## src/rtl/aes_out_collector.sv

```systemverilog
// Tags each accepted AES block through a fixed-latency delay line and collects the ciphertext into a FWFT FIFO.
// Credit counter (in flight + stored) gates in_ready so the never-stalling pipe always finds FIFO space.
module aes_out_collector #(
   parameter int LATENCY = 10,
   parameter int DEPTH   = 16
) (
   input  logic         clk,
   input  logic         rst,
   input  logic         in_valid,
   output logic         in_ready,
   input  logic [7:0]   in_tag,
   input  logic [0:127] aesdata,
   output logic         out_valid,
   input  logic         out_ready,
   output logic [0:127] out_data,
   output logic [7:0]   out_tag,
   output logic [6:0]   out_count
);

   localparam int         AW      = $clog2(DEPTH);
   localparam logic [6:0] DEPTH_C = 7'(DEPTH);

   logic [LATENCY-1:0] dl_vld_q, dl_vld_d;
   logic [7:0]         dl_tag_q [LATENCY];
   logic [7:0]         dl_tag_d [LATENCY];
   logic [AW-1:0]      wr_ptr_q, wr_ptr_d, rd_ptr_q, rd_ptr_d;
   logic [6:0]         count_q, count_d, used_q, used_d;
   logic [0:127]       mem_data_q [DEPTH];
   logic [7:0]         mem_tag_q  [DEPTH];
   logic               accept, pop, wr_en;

   assign in_ready  = (used_q < DEPTH_C);
   assign out_valid = (count_q != 7'd0);
   assign out_count = count_q;
   // Head is masked while empty so the outputs read zero out of reset
   assign out_data  = out_valid ? mem_data_q[rd_ptr_q] : '0;
   assign out_tag   = out_valid ? mem_tag_q[rd_ptr_q]  : 8'd0;

   always_comb begin
      accept   = in_valid && in_ready;
      pop      = out_valid && out_ready;
      wr_en    = dl_vld_q[LATENCY-1] && (count_q != DEPTH_C);
      dl_vld_d = '0;
      dl_vld_d[0] = accept;
      dl_tag_d[0] = in_tag;
      for (int i = 1; i < LATENCY; i++) begin
         dl_vld_d[i] = dl_vld_q[i-1];
         dl_tag_d[i] = dl_tag_q[i-1];
      end
      wr_ptr_d = wr_en ? wr_ptr_q + AW'(1) : wr_ptr_q;
      rd_ptr_d = pop   ? rd_ptr_q + AW'(1) : rd_ptr_q;
      count_d  = count_q;
      case ({wr_en, pop})
         2'b10:   count_d = count_q + 7'd1;
         2'b01:   count_d = count_q - 7'd1;
         default: count_d = count_q;
      endcase
      used_d = used_q;
      case ({accept, pop})
         2'b10:   used_d = used_q + 7'd1;
         2'b01:   used_d = used_q - 7'd1;
         default: used_d = used_q;
      endcase
   end

   always_ff @(posedge clk or posedge rst) begin
      if (rst) begin
         dl_vld_q <= '0;
         for (int i = 0; i < LATENCY; i++) dl_tag_q[i] <= 8'd0;
         wr_ptr_q <= '0;
         rd_ptr_q <= '0;
         count_q  <= 7'd0;
         used_q   <= 7'd0;
      end else begin
         dl_vld_q <= dl_vld_d;
         for (int i = 0; i < LATENCY; i++) dl_tag_q[i] <= dl_tag_d[i];
         wr_ptr_q <= wr_ptr_d;
         rd_ptr_q <= rd_ptr_d;
         count_q  <= count_d;
         used_q   <= used_d;
      end
   end

   // Storage needs no reset: entries are only visible once count covers them
   always_ff @(posedge clk) begin
      if (wr_en) begin
         mem_data_q[wr_ptr_q] <= aesdata;
         mem_tag_q[wr_ptr_q]  <= dl_tag_q[LATENCY-1];
      end
   end

endmodule

```

## config.mk

```make
export PLATFORM = sky130hd
export DESIGN_NAME = aes_out_collector
export DESIGN_NICKNAME = d
export VERILOG_FILES = /design/src/rtl/aes_out_collector.sv
export SDC_FILE = /design/constraint.sdc
export NUM_CORES = 2
export LEC_CHECK = 0
export CAP_MARGIN = 0
export CORE_ASPECT_RATIO = 2
export CORE_MARGIN = 4
export CORE_UTILIZATION = 50
export CTS_CLUSTER_SIZE = 25
export DETAILED_ROUTE_END_ITERATION = 6
export DONT_BUFFER_PORTS = 1
export HOLD_SLACK_MARGIN = 0.12
export PLACE_DENSITY = 0.7
export SYNTH_ARGS = -nofsm -noshare
export SYNTH_HDL_FRONTEND = slang
export SYNTH_SLANG_ARGS = --single-unit
```

## constraint.sdc

```tcl
create_clock -name clk -period 15 [get_ports clk]
set_clock_uncertainty 0.1 [all_clocks]
set_input_delay 2.25 -clock clk [delete_from_list [all_inputs] [get_ports clk]]
set_output_delay 2.25 -clock clk [all_outputs]
set_load 0.03 [all_outputs]
```

Word-level counts from Yosys, hierarchy flattened --
Memory sizes are Yosys's and may differ from the RTL's. Index checks and enable logic that the tools add are counted.
Operators by class: $add $sub $neg 6, $mul 0, divide/modulo/power cells 0, order comparisons 1, eq/ne operators 5, shift operators 0, mux-type cells 6, bitwise gates (word level) 0, reductions and logical operators 6
Operator list (count):
- 128-bit 2-to-1 mux | 1
- 7-bit case mux with 2 select lines | 2
- 7-bit by 1-bit adder with 7-bit output (second input constant) | 2
- 7-bit by 1-bit subtractor with 7-bit output (second input constant) | 2
- 4-bit by 1-bit adder with 4-bit output (second input constant) | 2
- 8-bit 2-to-1 mux | 1
- 7-bit by 5-bit less-than comparator with 1-bit output (second input constant) | 1
- 7-bit by 5-bit inequality test with 1-bit output (second input constant) | 1
- 7-bit nonzero test | 1
- 2-bit by 1-bit == test with 1-bit output (second input constant) | 2
- 2-bit == test (second input constant) | 2
- 2-bit nonzero test | 2
- 1-bit logical AND | 3
- 1-bit 2-to-1 mux | 2
Storage, ports and cells: register bits after elaboration 112, latch bits 0, RAM bits 2176, ROM bits 0, bits of input ports 140, output and inout bits 145, logic and storage cells 41, memories 2
Memory list:
- mem_data_q | depth 16, bits a word 128, read ports 1, clocked after memory_dff 0, wr ports 1, line 28 | logic [0:127] mem_data_q [DEPTH];
- mem_tag_q | depth 16, bits a word 8, read ports 1, clocked after memory_dff 0, wr ports 1, line 29 | logic [7:0] mem_tag_q [DEPTH];

Longest topological paths before layout --
depth in word-level cells 4, gate-level depth with buffers 13

Worst setup path after synthesis --
Ideal clock, no wire load.
path type register -> register, start register count_q[1], in the netlist out_count[1], end memory mem_data_q[3][0] (netlist bit), enable pin, library setup time 797 ps, arrival time 10547 ps, required time 14103 ps, setup slack 3556 ps, stages on the path, launching flop included 6, path buffers 1, clock period less this slack 11444 ps, cell sequence dfrtp_1 -> buf_2 -> nor3_4 -> a31oi_2 -> nand2_1 -> nor3_1
On the way: word-level cells in the longest chain between the ends 4
Ends and longest elaborated chain:
- start: declaration | line 27 | logic [6:0] count_q, count_d, used_q, used_d;
- start signal: assignment | line 79 | count_q <= count_d;
- 7-bit by 5-bit inequality test with 1-bit output | line 42 | wr_en = dl_vld_q[LATENCY-1] && (count_q != DEPTH_C);
- 1-bit logical AND | line 42
- 1-bit 2-to-1 mux | line 86 | if (wr_en) begin
- 1-bit 2-to-1 mux (not written as such) | line 87 | mem_data_q[wr_ptr_q] <= aesdata;
- end: declaration | line 28
No other way between the ends.

Worst setup path in the final report --
start register rd_ptr_q[0], end output out_data[61] (netlist bit)
On the way: word-level cells in the longest chain between the ends 2
Ends and longest elaborated chain:
- start: declaration | line 26 | logic [AW-1:0] wr_ptr_q, wr_ptr_d, rd_ptr_q, rd_ptr_d;
- start signal: assignment | line 78 | rd_ptr_q <= rd_ptr_d;
- memory 16 x 128 bit
- 128-bit 2-to-1 mux | line 36 | assign out_data = out_valid ? mem_data_q[rd_ptr_q] : '0;
- end: declaration | line 15 | output logic [0:127] out_data,
No other way between the ends.

==> impl_metrics.csv <==
group,metric,value,unit
clock_network,ctsHoldBuffers,0,
worst_setup_path,arrival,4.93,ns
floorplan,die_w,303.3,microns
timing,fin_ws,7.719,ns
synth,yosysSeqAreaShare,78.13,%
clock_network,cts_root_buf,"clkbuf_16",
timing,tightest_slew,1.370,ns
cells_and_area,final_common_cell,"edfxtp_1",
synth,synth_edf_count,2176,
timing,slew_viol_final,0,
clock_network,h-tree-depth,4,
clock_network,cts_tree,"yes",
worst_setup_path,worstPathCellList,"buf_4 -> buf_4 -> mux4_1 -> mux2i_1 -> o22ai_1",
power_and_ir_drop,pwr-share-clk,29.5,%
synth,synthArstFlopShare,4.895,%
worst_setup_path,crit_path_start_kind,"register",
power_and_ir_drop,combPwrFrac,27.5,%
floorplan,dieArea,181600,sq um
min_path,worstHoldStart,"dl_tag_d[4]$_DFF_PP0_",
grt,grt_first_pass_wirelength,272.9,mm
clock_network,clk_path_buf_depth,4,
cells_and_area,multi_input_area,17790,sq um
drt,drtPass1Iterations,5,
clock_network,postCtsSetupRepairBufs,0,
worst_setup_path,slowest_delay,1.16,ns
synth,syn_area,87220,sq um
worst_setup_path,critPathKind,"register to primary output",
timing,grt_setup_unrepaired,"no",
cells_and_area,mostFrequentLayoutCells,"edfxtp_1 (2,176), mux4_2 (312), mux2i_1 (273), mux4_1 (232), clkbuf_16 (199)",
worst_setup_path,cp_slowest_cell,"dfrtp_4",
floorplan,core_area,173200,sq um
clock_network,worstSkewPairLatency,0.81,ns
power_and_ir_drop,seq_power_share,43.0,%
floorplan,die_h,598.7,microns
synth,yosys-top-cells-area,"edfxtp_1 (75%), mux4_2 (8.1%), mux4_1 (7.0%), dfrtp_1 (3.2%), mux2i_1 (3.1%)",
cells_and_area,final_nets,3821,
placed_design,gp_congestion,0.7138,
power_and_ir_drop,p_leak,31.04,nW
timing,hold_viol,0,
grt,grtUsageTotal,20.63,%
drt,wl_per_cell,30.37,microns
cells_and_area,regArea,68160,sq um
clock_network,post_cts_resized,0,
floorplan,start_util,50.35,%
cells_and_area,syn_to_final_growth,10.06,%
worst_setup_path,cp_common_cell,"buf_4",
synth,ys_warn_count,0,
timing,max_freq,0.1374,GHz
grt,grt_max_degree,162,
synth,syn_avg_cell_area,24.37,sq um
drt,drcViolationCount,0,
power_and_ir_drop,peakVddDrop,0.1526,mV
floorplan,rows,216,
power_and_ir_drop,netSwitchingFraction,30.63,%
cells_and_area,drive_gt1_share,18.50,%
worst_setup_path,crit_path_max_fanout,57,
synth,synth.top_cell.area_share,74.92,%
power_and_ir_drop,switchingPower,0.005293,W
timing,finalSetupViolations,0,
placed_design,portBuffers,0,
worst_setup_path,required,12.65,ns
placed_design,dp_slack,8.422,ns
worst_setup_path,r2r_start,"out_count[2]$_DFFE_PP0P_",
grt,grt_pass1_vias,39860,
timing,final.min_clock_period,7.281,ns
power_and_ir_drop,p_per_area,180.0,nW/um^2
floorplan,io_pins,285,
synth,synth_ff_type,"edfxtp_1",
drt,finalWirelength,185.5,mm
clock_network,numCtsBuffers,194,
drt,ant_nets,0,
timing,fin_tns_setup,0,ns
synth,ys_seq_elements,2288,
drt,drtIter0Drc,3132,
synth,syn-num-nets,3734,
timing,period_share,48.54,%
worst_setup_path,endpoint_kind,"primary output",
timing,timing.slew.headroom,10.04,%
grt,grt-ovfl-total,0,
clock_network,clk_pin_slew,0.07,ns
cells_and_area,n_fill_cell,12410,
placed_design,dp_hpwl,92.57,mm
worst_setup_path,critPathLaunch,"rd_ptr_q[0]$_DFFE_PP0P_",
clock_network,clock_sinks,2288,
run,max-cap-violations,0,
min_path,hold_class,"register to register",
drt,viasPerCell,6.120,
grt,antenna_found_initial,1,
synth,synth_cells,3579,
synth,ys_types,57,
status,status,"finished, final reports clean",
drt,vias,37370,
synth,yosys.area.top_type,"edfxtp_1",
power_and_ir_drop,p_int,0.01198,W
==> layout make-up <==
class	instances	share of cell area [%]
diodes	1	0.002607
clock buffers	246	5.434
clock inverters	101	1.237
inverters	14	0.05735
multi-input cells	1084	18.54
flip-flops and latches	2288	71.00
well taps	2289	2.984
repair buffers	84	0.7482
==> power by group through the flow <==
stage	Clock [W]	Sequential, W	Combinational, W
final	0.00510	0.00742	0.00475
after global routing	0.00549	0.00744	0.00504
after CTS	0.00521	0.00743	0.00484
after detailed placement	0	0.00757	0.00483
after global placement	0	0.00756	0.00480
after floorplan	0	0.00744	0.00402
==> flip-flops by register name, indices dropped and copies added (netlist names) <==
signal / cells
dl_vld_q: 10
wr_ptr_q: 4
dl_tag_q: 8
dl_tag_d: 72
mem_data_q: 2048
rd_ptr_q: 4
out_count: 7
mem_tag_q: 128
used_q: 7
==> worst paths after layout <==
check | to | slack (ns) | cells after the start
setup / recovery | out_data[61] | 7.72 | 5
hold / removal | dl_tag_q[4]$_DFF_PP0_ | 0.23 | 0
setup reg to reg | mem_data_q[15][78]$_DFFE_PP_ | 9.83 | 7
hold reg to reg | dl_tag_q[4]$_DFF_PP0_ | 0.23 | 0
max in group asynchronous | rd_ptr_q[0]$_DFFE_PP0P_ | 12.09 | 2
min in group asynchronous | out_count[5]$_DFFE_PP0P_ | 1.27 | 1
==> critical path: cells and delay by family, from the launching register on <==
family | cells | cell delay [ns]
buf+inv | 2 | 1.60
mux | 2 | 0.49
compound gates | 1 | 0.71
flops | 1 | 1.16
==> metrics by stage <==
stage | hold WS [ns] | util (%) | power (W) | instances | instance area [sq um]
floorplan | 0.2312 | - | 0.01147 | 3579 | 87220
global placement | 0.2321 | 51.71 | 0.01236 | 5759 | 89590
detailed placement | 0.2347 | 51.71 | 0.01240 | 5759 | 89590
CTS | 0.2311 | 55.41 | 0.01748 | 6106 | 95990
global route | 0.2435 | 55.41 | 0.01797 | 6107 | 95990
finish | 0.2325 | 55.41 | 0.01728 | 6107 | 95990
==> layer usage <==
metal	share of wire, %	vias up	GRT usage (%)
met5	0	-	0
met4	2.1	0	4.880
met3	7.2	253	4.550
met2	53	1160	36.45
met1	38	20340	26.17
li1	-	15620	-
==> kinds of logic (layout without fill, tap and decap cells) <==
group	count (synthesis)	in the layout	share of synthesized area (%)
AO/OA/AOI/OAI	167	167	1.224
XOR/XNOR	19	19	0.1908
adder cells (fa/ha/maj)	15	15	0.2238
buffers and inverters	207	445	1.620
flip-flops	2288	2288	78.13
multiplexers	819	819	18.20
other	0	1	0
AND/OR/NAND/NOR	64	64	0.4089
==> cell usage after synthesis, types with 2 or more instances <==
| library cell | number |
|---|---|
| a21o_1 | 4 |
| a21oi_1 | 6 |
| and4_1 | 2 |
| buf_1 | 10 |
| buf_2 | 72 |
| buf_4 | 13 |
| buf_6 | 55 |
| buf_8 | 6 |
| clkbuf_1 | 36 |
| dfrtp_1 | 112 |
| edfxtp_1 | 2176 |
| ha_1 | 14 |
| inv_1 | 14 |
| mux2_2 | 2 |
| mux2i_1 | 273 |
| mux4_1 | 232 |
| mux4_2 | 312 |
| nand2_1 | 12 |
| nand2b_1 | 3 |
| nand3_1 | 4 |
| nor2_1 | 16 |
| nor2b_1 | 2 |
| nor3_1 | 7 |
| nor3b_1 | 3 |
| o211ai_1 | 2 |
| o21ai_0 | 6 |
| o22ai_1 | 137 |
| or3_1 | 2 |
| xnor2_1 | 8 |
| xor2_1 | 11 |
(Power assumes the default switching activity.)
